**src/rtl/instr_encoder.sv**
```systemverilog
// instr_encoder: checks and packs symbolic instructions into 9-bit words.
// Each legal word goes to consecutive instruction memory addresses.
module instr_encoder #(
    parameter int DEPTH = 256,
    parameter int AW    = $clog2(DEPTH)
) (
    input  logic          clk,
    input  logic          rst_n,
    input  logic          start,
    input  logic          in_valid,
    output logic          in_ready,
    input  logic [3:0]    in_op,
    input  logic [2:0]    in_ra,
    input  logic [2:0]    in_rb,
    input  logic [3:0]    in_imm,
    input  logic [2:0]    in_mode,
    input  logic          in_last,
    output logic          imem_we,
    output logic [AW-1:0] imem_addr,
    output logic [8:0]    imem_wdata,
    output logic [AW:0]   count,
    output logic          busy,
    output logic          done,
    output logic          err,
    output logic [1:0]    err_code
);

    typedef enum logic [1:0] {S_IDLE, S_RUN, S_DONE, S_ERR} state_t;

    localparam logic [AW:0] DEPTH_C = (AW+1)'(DEPTH);

    state_t        state_q, state_d;
    logic          we_q, we_d;
    logic [AW-1:0] addr_q, addr_d;
    logic [8:0]    wdata_q, wdata_d;
    logic [AW:0]   count_q, count_d;
    logic [1:0]    err_code_q, err_code_d;

    logic [8:0]    word_c;
    logic [1:0]    code_c;
    logic          accept;

    // Readiness depends only on registered state and count, never on in_valid.
    assign in_ready = (state_q == S_RUN) && (count_q < DEPTH_C);
    // start owns the cycle it is asserted in; no accept is taken alongside it.
    assign accept   = in_valid && in_ready && !start;

    // Field encoding and legality check; code_c == 0 means the word is legal.
    always_comb begin
        word_c = '0;
        code_c = 2'b00;
        case (in_op)
            4'd0, 4'd1, 4'd2: word_c = {in_op[2:0], in_ra, in_rb};
            4'd3, 4'd4: begin
                word_c = {3'b011, in_op[2], in_ra[1:0], in_rb};
                if (in_ra[2]) code_c = 2'b10;
            end
            4'd5: begin
                word_c = {3'b100, in_ra[1:0], in_imm};
                if (!in_ra[2]) code_c = 2'b10;
            end
            4'd6: begin
                word_c = {3'b101, in_mode, in_ra};
                case (in_mode)
                    3'b000, 3'b010, 3'b011, 3'b100, 3'b110: code_c = 2'b00;
                    default: code_c = 2'b11;
                endcase
            end
            4'd7:    word_c = {3'b110, in_ra, in_mode};
            default: code_c = 2'b01;
        endcase
    end

    // Next-state: start restarts the session; an accept either writes or aborts.
    always_comb begin
        state_d    = state_q;
        we_d       = 1'b0;
        addr_d     = addr_q;
        wdata_d    = wdata_q;
        count_d    = count_q;
        err_code_d = err_code_q;
        if (start) begin
            state_d    = S_RUN;
            addr_d     = '0;
            count_d    = '0;
            err_code_d = 2'b00;
        end else if (accept) begin
            if (code_c != 2'b00) begin
                state_d    = S_ERR;
                err_code_d = code_c;
            end else begin
                we_d    = 1'b1;
                addr_d  = count_q[AW-1:0];
                wdata_d = word_c;
                count_d = count_q + 1'b1;
                if (in_last || (count_q == DEPTH_C - 1'b1)) state_d = S_DONE;
            end
        end
    end

    // Session FSM and registered write port.
    always_ff @(posedge clk or negedge rst_n) begin
        if (!rst_n) begin
            state_q    <= S_IDLE;
            we_q       <= 1'b0;
            addr_q     <= '0;
            wdata_q    <= '0;
            count_q    <= '0;
            err_code_q <= 2'b00;
        end else begin
            state_q    <= state_d;
            we_q       <= we_d;
            addr_q     <= addr_d;
            wdata_q    <= wdata_d;
            count_q    <= count_d;
            err_code_q <= err_code_d;
        end
    end

    assign imem_we    = we_q;
    assign imem_addr  = addr_q;
    assign imem_wdata = wdata_q;
    assign count      = count_q;
    assign busy       = (state_q == S_RUN);
    assign done       = (state_q == S_DONE);
    assign err        = (state_q == S_ERR);
    assign err_code   = err_code_q;

endmodule

```
**config.mk**
```make
export PLATFORM = sky130hd
export DESIGN_NAME = instr_encoder
export DESIGN_NICKNAME = d
export VERILOG_FILES = /design/src/rtl/instr_encoder.sv
export SDC_FILE = /design/constraint.sdc
export NUM_CORES = 1
export LEC_CHECK = 0
export BUFFER_PORTS_ARGS = -buffer_cell sky130_fd_sc_hd__buf_4
export CORE_ASPECT_RATIO = 1.1
export CORE_MARGIN = 2
export CORE_UTILIZATION = 46
export DETAILED_ROUTE_END_ITERATION = 10
export MAX_ROUTING_LAYER = met4
export PLACE_DENSITY = 0.85
export SYNTH_ARGS = -nofsm -noshare
export SYNTH_HDL_FRONTEND = slang
export SYNTH_SLANG_ARGS = --single-unit
```
**constraint.sdc**
```tcl
create_clock -name clk -period 1.6 [get_ports clk]
set_clock_uncertainty 0.1 [all_clocks]
set_input_delay 0.32 -clock clk [delete_from_list [all_inputs] [get_ports clk]]
set_output_delay 0.32 -clock clk [all_outputs]
set_load 0.005 [all_outputs]
```
# After elaboration in Yosys (flattened, before gate mapping)
# Index checks and enable logic that the tools add are counted.
[word_totals]
register_bits = 31
inputBits = 22
wordCells = 66
output_inout_bits = 33
[classes]
reduce_logical = 19
n_mux = 21
eq_ne = 16
n_addsub = 1
order_cmp = 1
bitwise_logic = 2
[ops]
columns = ["operator", "n"]
rows = [
  ["case mux 9 bit (5 select lines)", 1],
  ["two-way mux 9 bit", 3],
  ["two-way mux 8 bit", 3],
  ["two-way mux 2 bit", 10],
  ["equality test 4 x 3 -> 1 bit (second input constant)", 4],
  ["adder 9 x 1 -> 9 bit (second input constant)", 1],
  ["equality test 9 x 8 -> 1 bit (second input constant)", 1],
  ["< comparator 9 bit (second input constant)", 1],
  ["equality test 4 x 2 -> 1 bit (second input constant)", 2],
  ["case mux 2 bit (4 select lines)", 1],
  ["equality test 3 x 2 -> 1 bit (second input constant)", 2],
  ["equality test 3 bit (second input constant)", 2],
  ["AND reduction 2 bit", 3],
  ["nonzero test 2 bit", 3],
  ["OR reduction 5 bit", 1],
  ["equality test 2 bit (second input constant)", 2],
  ["equality test 4 x 1 -> 1 bit (second input constant)", 1],
  ["zero test 4 bit", 1],
  ["OR reduction 4 bit", 1],
  ["logical AND 1 bit", 3],
  ["zero test 3 bit", 1],
  ["two-way mux 1 bit", 3],
  ["AND reduction 3 bit", 1],
  ["nonzero test 3 bit", 1],
  ["7 further kinds", 8],
]

# Depth between registers and ports, before layout
# Gate-level depths: netlist of the first run.
[depth]
depth_word = 8
mapped_depth = 7
depth_no_buf = 7

# Worst setup path before layout of the first run
# No wires, ideal clock.
[synth_path]
kind = "input-to-reg"
start = "input port in_op[2]"
end = "register wdata_q[0], in the netlist imem_wdata[0]"
stages = 6
arrival_time_ns = 1.637
required_ns = 1.375
path_slack_ns = -0.262
cell_sequence = "buf_6 nor3b_1 a32o_2 nor4_2 buf_6 mux2_4"
[synth_between]
elab_chain_cells = 6
[synth_lines]
columns = ["item", "line_no", "text"]
rows = [
  ["from (decl)", "12", "input logic [3:0] in_op,"],
  ["equality test 4 x 3 -> 1 bit, or another cell as far along", "52", "case (in_op)"],
  ["OR reduction 4 bit (no line) / OR reduction 2 bit (equally long branches)", "--", ""],
  ["case mux 2 bit (4 select lines)", "52", ""],
  ["nonzero test 2 bit", "88", "if (code_c != 2'b00) begin"],
  ["inverter 1 bit (no line)", "--", ""],
  ["AND reduction 3 bit (no line)", "--", ""],
  ["to (signal assigned)", "114", "wdata_q <= wdata_d;"],
  ["to (decl)", "35", "logic [8:0] wdata_q, wdata_d;"],
]
# Parallel ways exist; a longest one is shown, timed or not.
# A chain may end at the register's enable or synchronous reset.

# Worst setup path in the final report of the first run
[layout_path]
start = "register count_q[8], in the netlist count[8]"
end = "register count_q[5], in the netlist count[5]"
[layout_between]
elab_chain_cells = 6
[layout_lines]
columns = ["item", "line_no", "text"]
rows = [
  ["from (decl)", "36", "logic [AW:0] count_q, count_d;"],
  ["from (signal assigned)", "115", "count_q <= count_d;"],
  ["< comparator 9 bit", "44", "assign in_ready = (state_q == S_RUN) && (count_q < DEPTH_C);"],
  ["logical AND 1 bit", "44", ""],
  ["logical AND 1 bit (2 in series)", "46", "assign accept = in_valid && in_ready && !start;"],
  ["nonzero test 2 bit (no line)", "--", ""],
  ["AND reduction 2 bit (no line)", "--", ""],
]
# Every way passes these cells.

==> results by group, run 1 <==
Placement
  • Dpl hpwl: 3730 um
  • Placed inst area: 2590 um^2
  • PortBufs: 54
  • Placed insts: 317
  • RePlAce Congestion: 0.868

Route
  • Via count: between 2000 and 2500
  • DR WL/cell: 19.7 um
  • Drt drc: 0
  • TritonRoute pass-1 iters: 4
  • 1st-iter DRT viols: 182
  • Post-route ant nets: 0
  • DR vias/cell: between 6 and 7
  • Drt total wl: between 6000 and 7000 um

CTS
  • TritonCTS Buffers: 5
  • Clock latency on the worst-skew pair: 0.29 ns
  • Root Driver: clkbuf_8
  • Bufs on Longest Clock Path: 2
  • Clock slew at reported path FFs: ~0.06 ns
  • CTS H-tree depth: 2
  • Clock sinks: 31
  • CTS tree: done

STA
  • Post-route setup slack: -0.211 ns
  • Final Hold Fails: 0
  • Period utilisation layout: 113%
  • RSZ-0062 raised after global routing: true
  • Worst Hold Slack: approximately 0.27 ns
  • Setup Viol. Count Final: 23
  • Final worst path period need: ~1.8 ns
  • Count of pins over their slew limit: 0
  • Worst Tran Pin Value: approximately 0.39 ns
  • Fmax: around 550 MHz
  • Max-Slew Margin vs Limit: 74.0%
  • Setup TNS: -2.73 ns

Global routing
  • Tot GR Track Use: approximately 27%
  • First-pass GRT wire length: between 9000 and 10000 um
  • GRT overflow: 0
  • Pin count of the biggest net entering global routing: 32
  • Antenna violations before repair: 0
  • Vias in the first global route: around 1900

Power and ir drop
  • Pleak: 1.36 nW
  • Maximum vdd drop: roughly 580 uV
  • Pwr dens: 773 nW/um^2

Setup path
  • Launch point of the worst reg-to-reg path: count[8]
  • Crit path cell chain: buf_4 -> and4bb_2 -> o311ai_4 -> or4_4 -> a21oi_2
  • Worst endpoint required time: ~1.7 ns
  • Critical path data arrival time: 1.92 ns
  • R2R depth: 5
  • RR Endpoint: count[5]
  • Setup crit start kind: flop
  • Crit-path max FO: 5
  • Slowest CP cell: or4_4
  • Critical path's largest stage delay: around 0.44 ns
  • Worst reg2reg setup slack: -0.21 ns
  • CP Class: reg -> reg
  • Crit. End Element: flop

Floorplanning
  • I/O pin cnt: 55
  • Row Count: 24
  • Initial Util: between 40% and 50%
  • Die area: between 4000 and 5000 um^2
  • Die height: between 70 and 80 um
  • CORE AREA: 3930 um^2
  • Die X: 64.9 um

Synth
  • Synth warnings: 0
  • Ranking of synthesized cells by area: dfrtp_1, mux2_4, a21oi_1
  • Post-synth net total: around 210
  • Syn Std Cell Area: 1880 um^2
  • EDFF count, synth: 0
  • Netlist cell types: 46
  • Yosys reg bits: 31
  • Synth top area share: ~41%
  • Mean Syn Cell Area: 10.1 um^2
  • Cell taking the most area after synthesis: dfrtp_1
  • Share of flip-flops with an asynchronous set or reset: 100%
  • Most used DFF post-synth: dfrtp_1
  • Syn Inst Count: approximately 190
  • Sequential-to-total area share from yosys stat: 41.4%

Cells and area
  • Layout fillers: about 230
  • Fin cells: 335
  • Layout cells sized above 1: between 60% and 70%
  • Area growth, synth to finish: 66.4%
  • Util after Layout: about four fifths
  • Fin area: 3120 um^2
  • Most common cell after layout, fill and taps aside: buf_4
  • Final net count: just over 300
  • Ant diodes: 0
  • Most frequent cells in the layout: buf_4, dfrtp_1, a21oi_1

Flow run
  • Max-cap violations: 0

Hold path
  • Worst Min Path Start: start
  • Hold depth: 3
  • Hold crit path type: in -> reg
  • WHS Endpoint: imem_we

Status
  • Failing checks: negative setup slack
  • Status: finished, violations left
==> Yosys cell counts (all sizes together) (2+ instances only) <==
| cell | instances |
|---|---|
| nand3 | 3 |
| xor2 | 2 |
| o2bb2ai | 6 |
| nand4 | 10 |
| nor2b | 10 |
| a211oi | 2 |
| a22oi | 3 |
| o31ai | 12 |
| mux2 | 15 |
| buf | 8 |
| nor3 | 2 |
| o21ai | 5 |
| nor4 | 3 |
| ha | 2 |
| and2 | 2 |
| nand2 | 6 |
| nor2 | 10 |
| clkbuf | 6 |
| inv | 5 |
| or4 | 3 |
| xnor2 | 2 |
| a21oi | 18 |
| nor3b | 2 |
| dfrtp | 31 |
| nand2b | 2 |
==> through the flow <==
step                total power [mW]  setup WS, ns
finish                          2.41        -0.211
CTS                             2.34        -0.156
floorplan                       1.17        -0.223
detailed placement              1.48        -0.363
global placement                1.47        -0.320
global route                    2.51        -0.253
==> report_power, final <==
group | internal [mW] | switching [mW] | total (mW)
Sequential | 0.856 | 0.0502 | 0.906
Clock | 0.503 | 0.294 | 0.797
Combinational | 0.397 | 0.313 | 0.710
==> critical path: cells and delay by family (launching register included) <==
family / cells / cell delay, ns
simple gates: 2 / 0.79
buf+inv: 1 / 0.15
flops: 1 / 0.40
compound gates: 2 / 0.30
==> worst max-delay path by stage <==
stage / startpoint / endpoint / slack [ns]
floorplan: in_op[2] / imem_wdata[0] / -0.22
global placement: in_op[1] / imem_wdata[3] / -0.32
detailed placement: in_op[1] / count[4] / -0.36
CTS: count[8] / count[5] / -0.16
global route: count[8] / imem_wdata[1] / -0.25
finish: count[8] / count[5] / -0.21
==> flip-flops by register name, indices dropped and copies added, names as in the netlist <==
signal and flops:
imem_addr 8, state_q 2, imem_we 1, err_code 2, count 9, imem_wdata 9
==> metal layers <==
layer	up-vias	global-route usage, %	share of wire (%)
li1	895	-	-
met3	19	5.56	6.3
met4	0	10.9	2.5
met2	98	44.4	52
met5	-	-	0
met1	1031	32.6	39
==> logic make-up (layout without fill, tap and decap cells) <==
| logic type | after synthesis | count (layout) | share of synthesized area [%] |
|---|---|---|---|
| xor gates and xnor gates | 4 | 4 | 1.87 |
| DFF | 31 | 31 | 41.4 |
| muxes | 15 | 15 | 10.6 |
| buffers and inverters | 19 | 117 | 5.47 |
| adders and majority gates | 2 | 2 | 1.33 |
| and+or+nand+nor | 59 | 59 | 18.9 |
| AOI/OAI and AO/OA | 55 | 55 | 20.5 |
==> layout make-up <==
| type | count | area [um^2] | area share (%) |
|---|---|---|---|
| Inverter | 5 | 18.8 | 0.601 |
| Timing Repair Buffer | 104 | 857 | 27.5 |
| Clock inverter | 2 | 35.0 | 1.12 |
| Sequential cell | 31 | 776 | 24.9 |
| Clock buffer | 6 | 82.6 | 2.65 |
| Multi-Input combinational cell | 135 | 1290 | 41.2 |
| Tap cell | 52 | 65.1 | 2.09 |
==> timing repair <==
action                                  4_1_cts  5_1_grt
setup buffers                                 4        7
pin swaps                                     3       13
endpoints found under the hold margin        31        0
endpoints found under the setup margin       21       34
hold buffers                                  1        0
resized for setup                            23       51
Power figures use the tool's default switching activity.
==> run 2: changes to the inputs <==
CORE_MARGIN = 10   (was 2)
REMOVE_ABC_BUFFERS = 1   (was default)
==> results by group, run 2 (synthesis results as in run 1) <==
STA
  • Fmax: around 560 MHz
  • Worst Tran Pin Value: roughly 0.41 ns
  • Count of pins over their slew limit: 0
  • RSZ-0062 raised after global routing: true
  • Post-route setup slack: -0.200 ns
  • Setup TNS: -3.03 ns
  • Max-Slew Margin vs Limit: 72.6%
  • Final Hold Fails: 0
  • Final worst path period need: approximately 1.8 ns
  • Period utilisation layout: 112%
  • Setup Viol. Count Final: 24

Setup path
  • Critical path data arrival time: 1.86 ns
  • Crit-path max FO: 4
  • Worst endpoint required time: roughly 1.7 ns
  • CP Class: reg -> reg
  • Setup crit start kind: flop
  • Crit. End Element: flop

Floorplanning
  • Die height: between 80 and 90 um
  • Initial Util: between 40% and 50%
  • Die area: approximately 7000 um^2
  • I/O pin cnt: 55
  • CORE AREA: between 3000 and 4000 um^2
  • Row Count: 24
  • Die X: between 80 and 90 um

Global routing
  • Tot GR Track Use: about 16%
  • Antenna violations before repair: 0
  • Vias in the first global route: about 1900
  • GRT overflow: 0
  • Pin count of the biggest net entering global routing: 32
  • First-pass GRT wire length: 8980 um

CTS
  • TritonCTS Buffers: 5
  • Clock slew at reported path FFs: 0.06 ns
  • Clock sinks: 31
  • CTS H-tree depth: 2
  • Clock latency on the worst-skew pair: between 0.2 and 0.3 ns
  • CTS tree: done
  • Bufs on Longest Clock Path: 2
  • Root Driver: clkbuf_8

Status
  • Status: finished, violations left
  • Failing checks: negative setup slack

Placement
  • PortBufs: 54
  • Placed inst area: between 2000 and 3000 um^2
  • RePlAce Congestion: between 0.8 and 0.9
  • Dpl hpwl: roughly 4000 um

Cells and area
  • Fin area: around 2800 um^2
  • Area growth, synth to finish: 51.7%
  • Most common cell after layout, fill and taps aside: buf_4
  • Util after Layout: around 72%
  • Ant diodes: 0
  • Most frequent cells in the layout: buf_4, dfrtp_1, a21oi_1
  • Layout cells sized above 1: approximately 53%
  • Final net count: approximately 300

Route
  • DR WL/cell: between 15 and 20 um
  • Drt drc: 0
  • 1st-iter DRT viols: 174
  • Via count: approximately 1800
  • Drt total wl: 5560 um
  • TritonRoute pass-1 iters: 4
  • Post-route ant nets: 0
  • DR vias/cell: around 5.6

Power and ir drop
  • Pwr dens: around 740 nW/um^2
  • Maximum vdd drop: slightly above 500 uV
  • Pleak: about 1.3 nW

Flow run
  • Max-cap violations: 0

Hold path
  • Hold crit path type: in -> reg
[run 2: routing by layer]
layer,vias up,global-route usage [%],routed length [um]
met4,0,6.30,85
met3,7,4.75,358
met2,66,27.3,2890
met1,891,17.7,2220
met5,-,-,0
li1,882,-,-
[run 2: metrics by stage]
step                      power (mW)  cells  hold slack, ns  setup WS (ns)
after global routing            2.21    328           0.288         -0.250
after global placement          1.47    317           0.171         -0.371
after detailed placement        1.49    317           0.182         -0.386
after floorplan                 1.14    171         -0.0756         -0.941
final                           2.09    328           0.278         -0.200
after CTS                       2.09    326           0.275         -0.177
[run 2: area by class of cell]
| cell class | instances | area, um^2 |
|---|---|---|
| Timing Repair Buffer | 99 | 764 |
| Tap cell | 52 | 65.1 |
| Sequential cell | 31 | 776 |
| Fill cell | 310 | 1120 |
| Clock buffer | 6 | 72.6 |
| Inverter | 5 | 18.8 |
| Multi-Input combinational cell | 135 | 1150 |
[run 2: path summary, 6_finish.rpt]
path,start,cells after the start,to,slack (ns)
worst max-delay path,count[8],5,count[4],-0.20
worst min-delay path,in_rb[1],3,imem_wdata[1],0.28
worst max register to register,count[8],5,count[4],-0.20
worst min register to register,imem_wdata[2],1,imem_wdata[2],0.41
max in group asynchronous,rst_n,2,err_code[0],0.69
min in group asynchronous,rst_n,2,imem_wdata[7],0.41
[run 2: worst max-delay path: stages, from the launching register on]
cell and delay [ns]:
dfrtp_1 0.40, nor3b_2 0.25, nand2_2 0.14, buf_4 0.18
nor4_4 0.25, mux2_2 0.36
[run 2: repair_timing]
item,4_1_cts,5_1_grt
setup buffers,2,2
hold buffers,1,0
gates resized for setup,16,19
setup endpoints to repair,25,31
pin swaps,4,6
hold endpoints to repair,31,0
[run 2: where the power goes]
group	switching, mW	total [mW]	internal (mW)
Clock	0.265	0.555	0.289
Combinational	0.279	0.635	0.357
Sequential	0.0461	0.903	0.856
==> run 3: changes to the inputs <==
==> constraint.sdc (replaced) <==
create_clock -name clk -period 1.6 [get_ports clk]
set_clock_uncertainty 0.1 [all_clocks]
set_input_delay 0.08 -clock clk [delete_from_list [all_inputs] [get_ports clk]]
set_output_delay 0.08 -clock clk [all_outputs]
set_load 0.005 [all_outputs]
==> results by group, run 3 (synthesis results as in run 1) <==
CTS
  • Clock slew at reported path FFs: ~0.070 ns
  • TritonCTS Buffers: 5
  • Root Driver: clkbuf_8
  • CTS H-tree depth: 2
  • Clock sinks: 31
  • Bufs on Longest Clock Path: 2
  • CTS tree: done
  • Clock latency on the worst-skew pair: between 0.2 and 0.3 ns

Placement
  • RePlAce Congestion: 0.878
  • PortBufs: 54
  • Dpl hpwl: between 4000 and 5000 um
  • Placed insts: 311

STA
  • Final Hold Fails: 0
  • Worst Tran Pin Value: slightly below 0.4 ns
  • Fmax: ~560 MHz
  • Count of pins over their slew limit: 0
  • RSZ-0062 raised after global routing: true
  • Max-Slew Margin vs Limit: about three quarters
  • Worst Hold Slack: approximately 0.022 ns
  • Post-route setup slack: -0.177 ns
  • Period utilisation layout: 111%
  • Final worst path period need: between 1.5 and 2 ns
  • Setup TNS: -2.86 ns
  • Setup Viol. Count Final: 24

Floorplanning
  • Initial Util: a little under half
  • I/O pin cnt: 55
  • Row Count: 24
  • Die height: roughly 87 um
  • CORE AREA: 3960 um^2
  • Die X: between 80 and 90 um
  • Die area: between 7000 and 8000 um^2

Global routing
  • Antenna violations before repair: 0
  • GRT overflow: 0
  • First-pass GRT wire length: approximately 9500 um
  • Tot GR Track Use: between 15 and 20%
  • Vias in the first global route: 1943
  • Pin count of the biggest net entering global routing: 32

Status
  • Status: finished, violations left
  • Failing checks: negative setup slack

Power and ir drop
  • Maximum vdd drop: approximately 580 uV
  • Pwr dens: roughly 810 nW/um^2
  • Pleak: ~1.3 nW

Flow run
  • Max-cap violations: 0

Cells and area
  • Most frequent cells in the layout: buf_4, dfrtp_1, a21oi_1
  • Layout cells sized above 1: 53.5%
  • Fin cells: approximately 330
  • Most common cell after layout, fill and taps aside: buf_4
  • Ant diodes: 0
  • Layout fillers: 303
  • Final net count: between 200 and 300
  • Area growth, synth to finish: 55.7%

Setup path
  • Worst endpoint required time: 1.71 ns
  • Setup crit start kind: flop
  • Crit. End Element: flop
  • Crit-path max FO: 6
  • Critical path data arrival time: approximately 1.9 ns
  • CP Class: reg -> reg

Route
  • Drt drc: 0
  • DR vias/cell: between 5 and 6
  • Post-route ant nets: 0
  • TritonRoute pass-1 iters: 4
  • 1st-iter DRT viols: 93
  • Drt total wl: 5750 um
  • DR WL/cell: about 18 um
  • Via count: between 1500 and 2000

Hold path
  • Hold crit path type: in -> reg
run 3: timing repair:
| item | 4_1_cts | 5_1_grt |
|---|---|---|
| gates cloned | 0 | 0 |
| hold endpoints to repair | 32 | 0 |
| buffers inserted | 2 | 4 |
| endpoints found under the setup margin | 24 | 28 |
| resized for setup | 15 | 27 |
| hold buffers | 2 | 0 |
| pin swaps | 4 | 9 |
run 3: metal layers:
metal  global-route usage [%]  vias to the layer above  wire, um
li1                         -                      874         -
met1                     19.9                      932      2380
met2                     28.9                       58      2960
met3                     4.86                        4       355
met4                     6.46                        0        53
met5                        -                        -         0
run 3: where the power goes:
group / total, mW / internal (mW) / switching [mW] / leakage (nW)
Sequential: 0.904 / 0.856 / 0.0488 / 0.417
Clock: 0.819 / 0.504 / 0.315 / 0.0612
Combinational: 0.641 / 0.361 / 0.280 / 0.825
run 3: final cells by class:
type / count / area, um^2 / share of cell area, %
clock buffer: 6 / 82.6 / 2.83
clock inverter: 2 / 35.0 / 1.20
inverter: 5 / 18.8 / 0.643
multi-input combinational: 135 / 1170 / 40.0
sequential: 31 / 776 / 26.6
tap: 52 / 65.1 / 2.23
timing repair buffer: 96 / 774 / 26.5
run 3: through the flow:
step	instance area, um^2	setup WS [ns]	total power, mW	utilization, %
6_report	2920	-0.177	2.36	73.7
3_5_place_dp	2540	-0.226	1.48	64.1
4_1_cts	2780	-0.157	2.33	70.2
5_1_grt	2920	-0.250	2.47	73.7
3_3_place_gp	2540	-0.182	1.47	64.1
2_1_floorplan	1790	-0.941	1.14	-
run 3: critical path: stages, from the launching register on:
cell     delay (ns)
dfrtp_1        0.41
nor3b_2        0.25
nand2_2        0.12
buf_4          0.18
or4_1          0.50
a21oi_2        0.15
run 3: final timing paths:
path	from	endpoint	slack, ns	cells after the start
max reg2reg	count[8]	count[0]	-0.18	5
max	count[8]	count[0]	-0.18	5
max in group asynchronous	rst_n	state_q[1]	0.95	2
min	start	imem_we	0.02	3
min in group asynchronous	rst_n	imem_we	0.15	2
min reg2reg	imem_wdata[6]	imem_wdata[6]	0.42	1
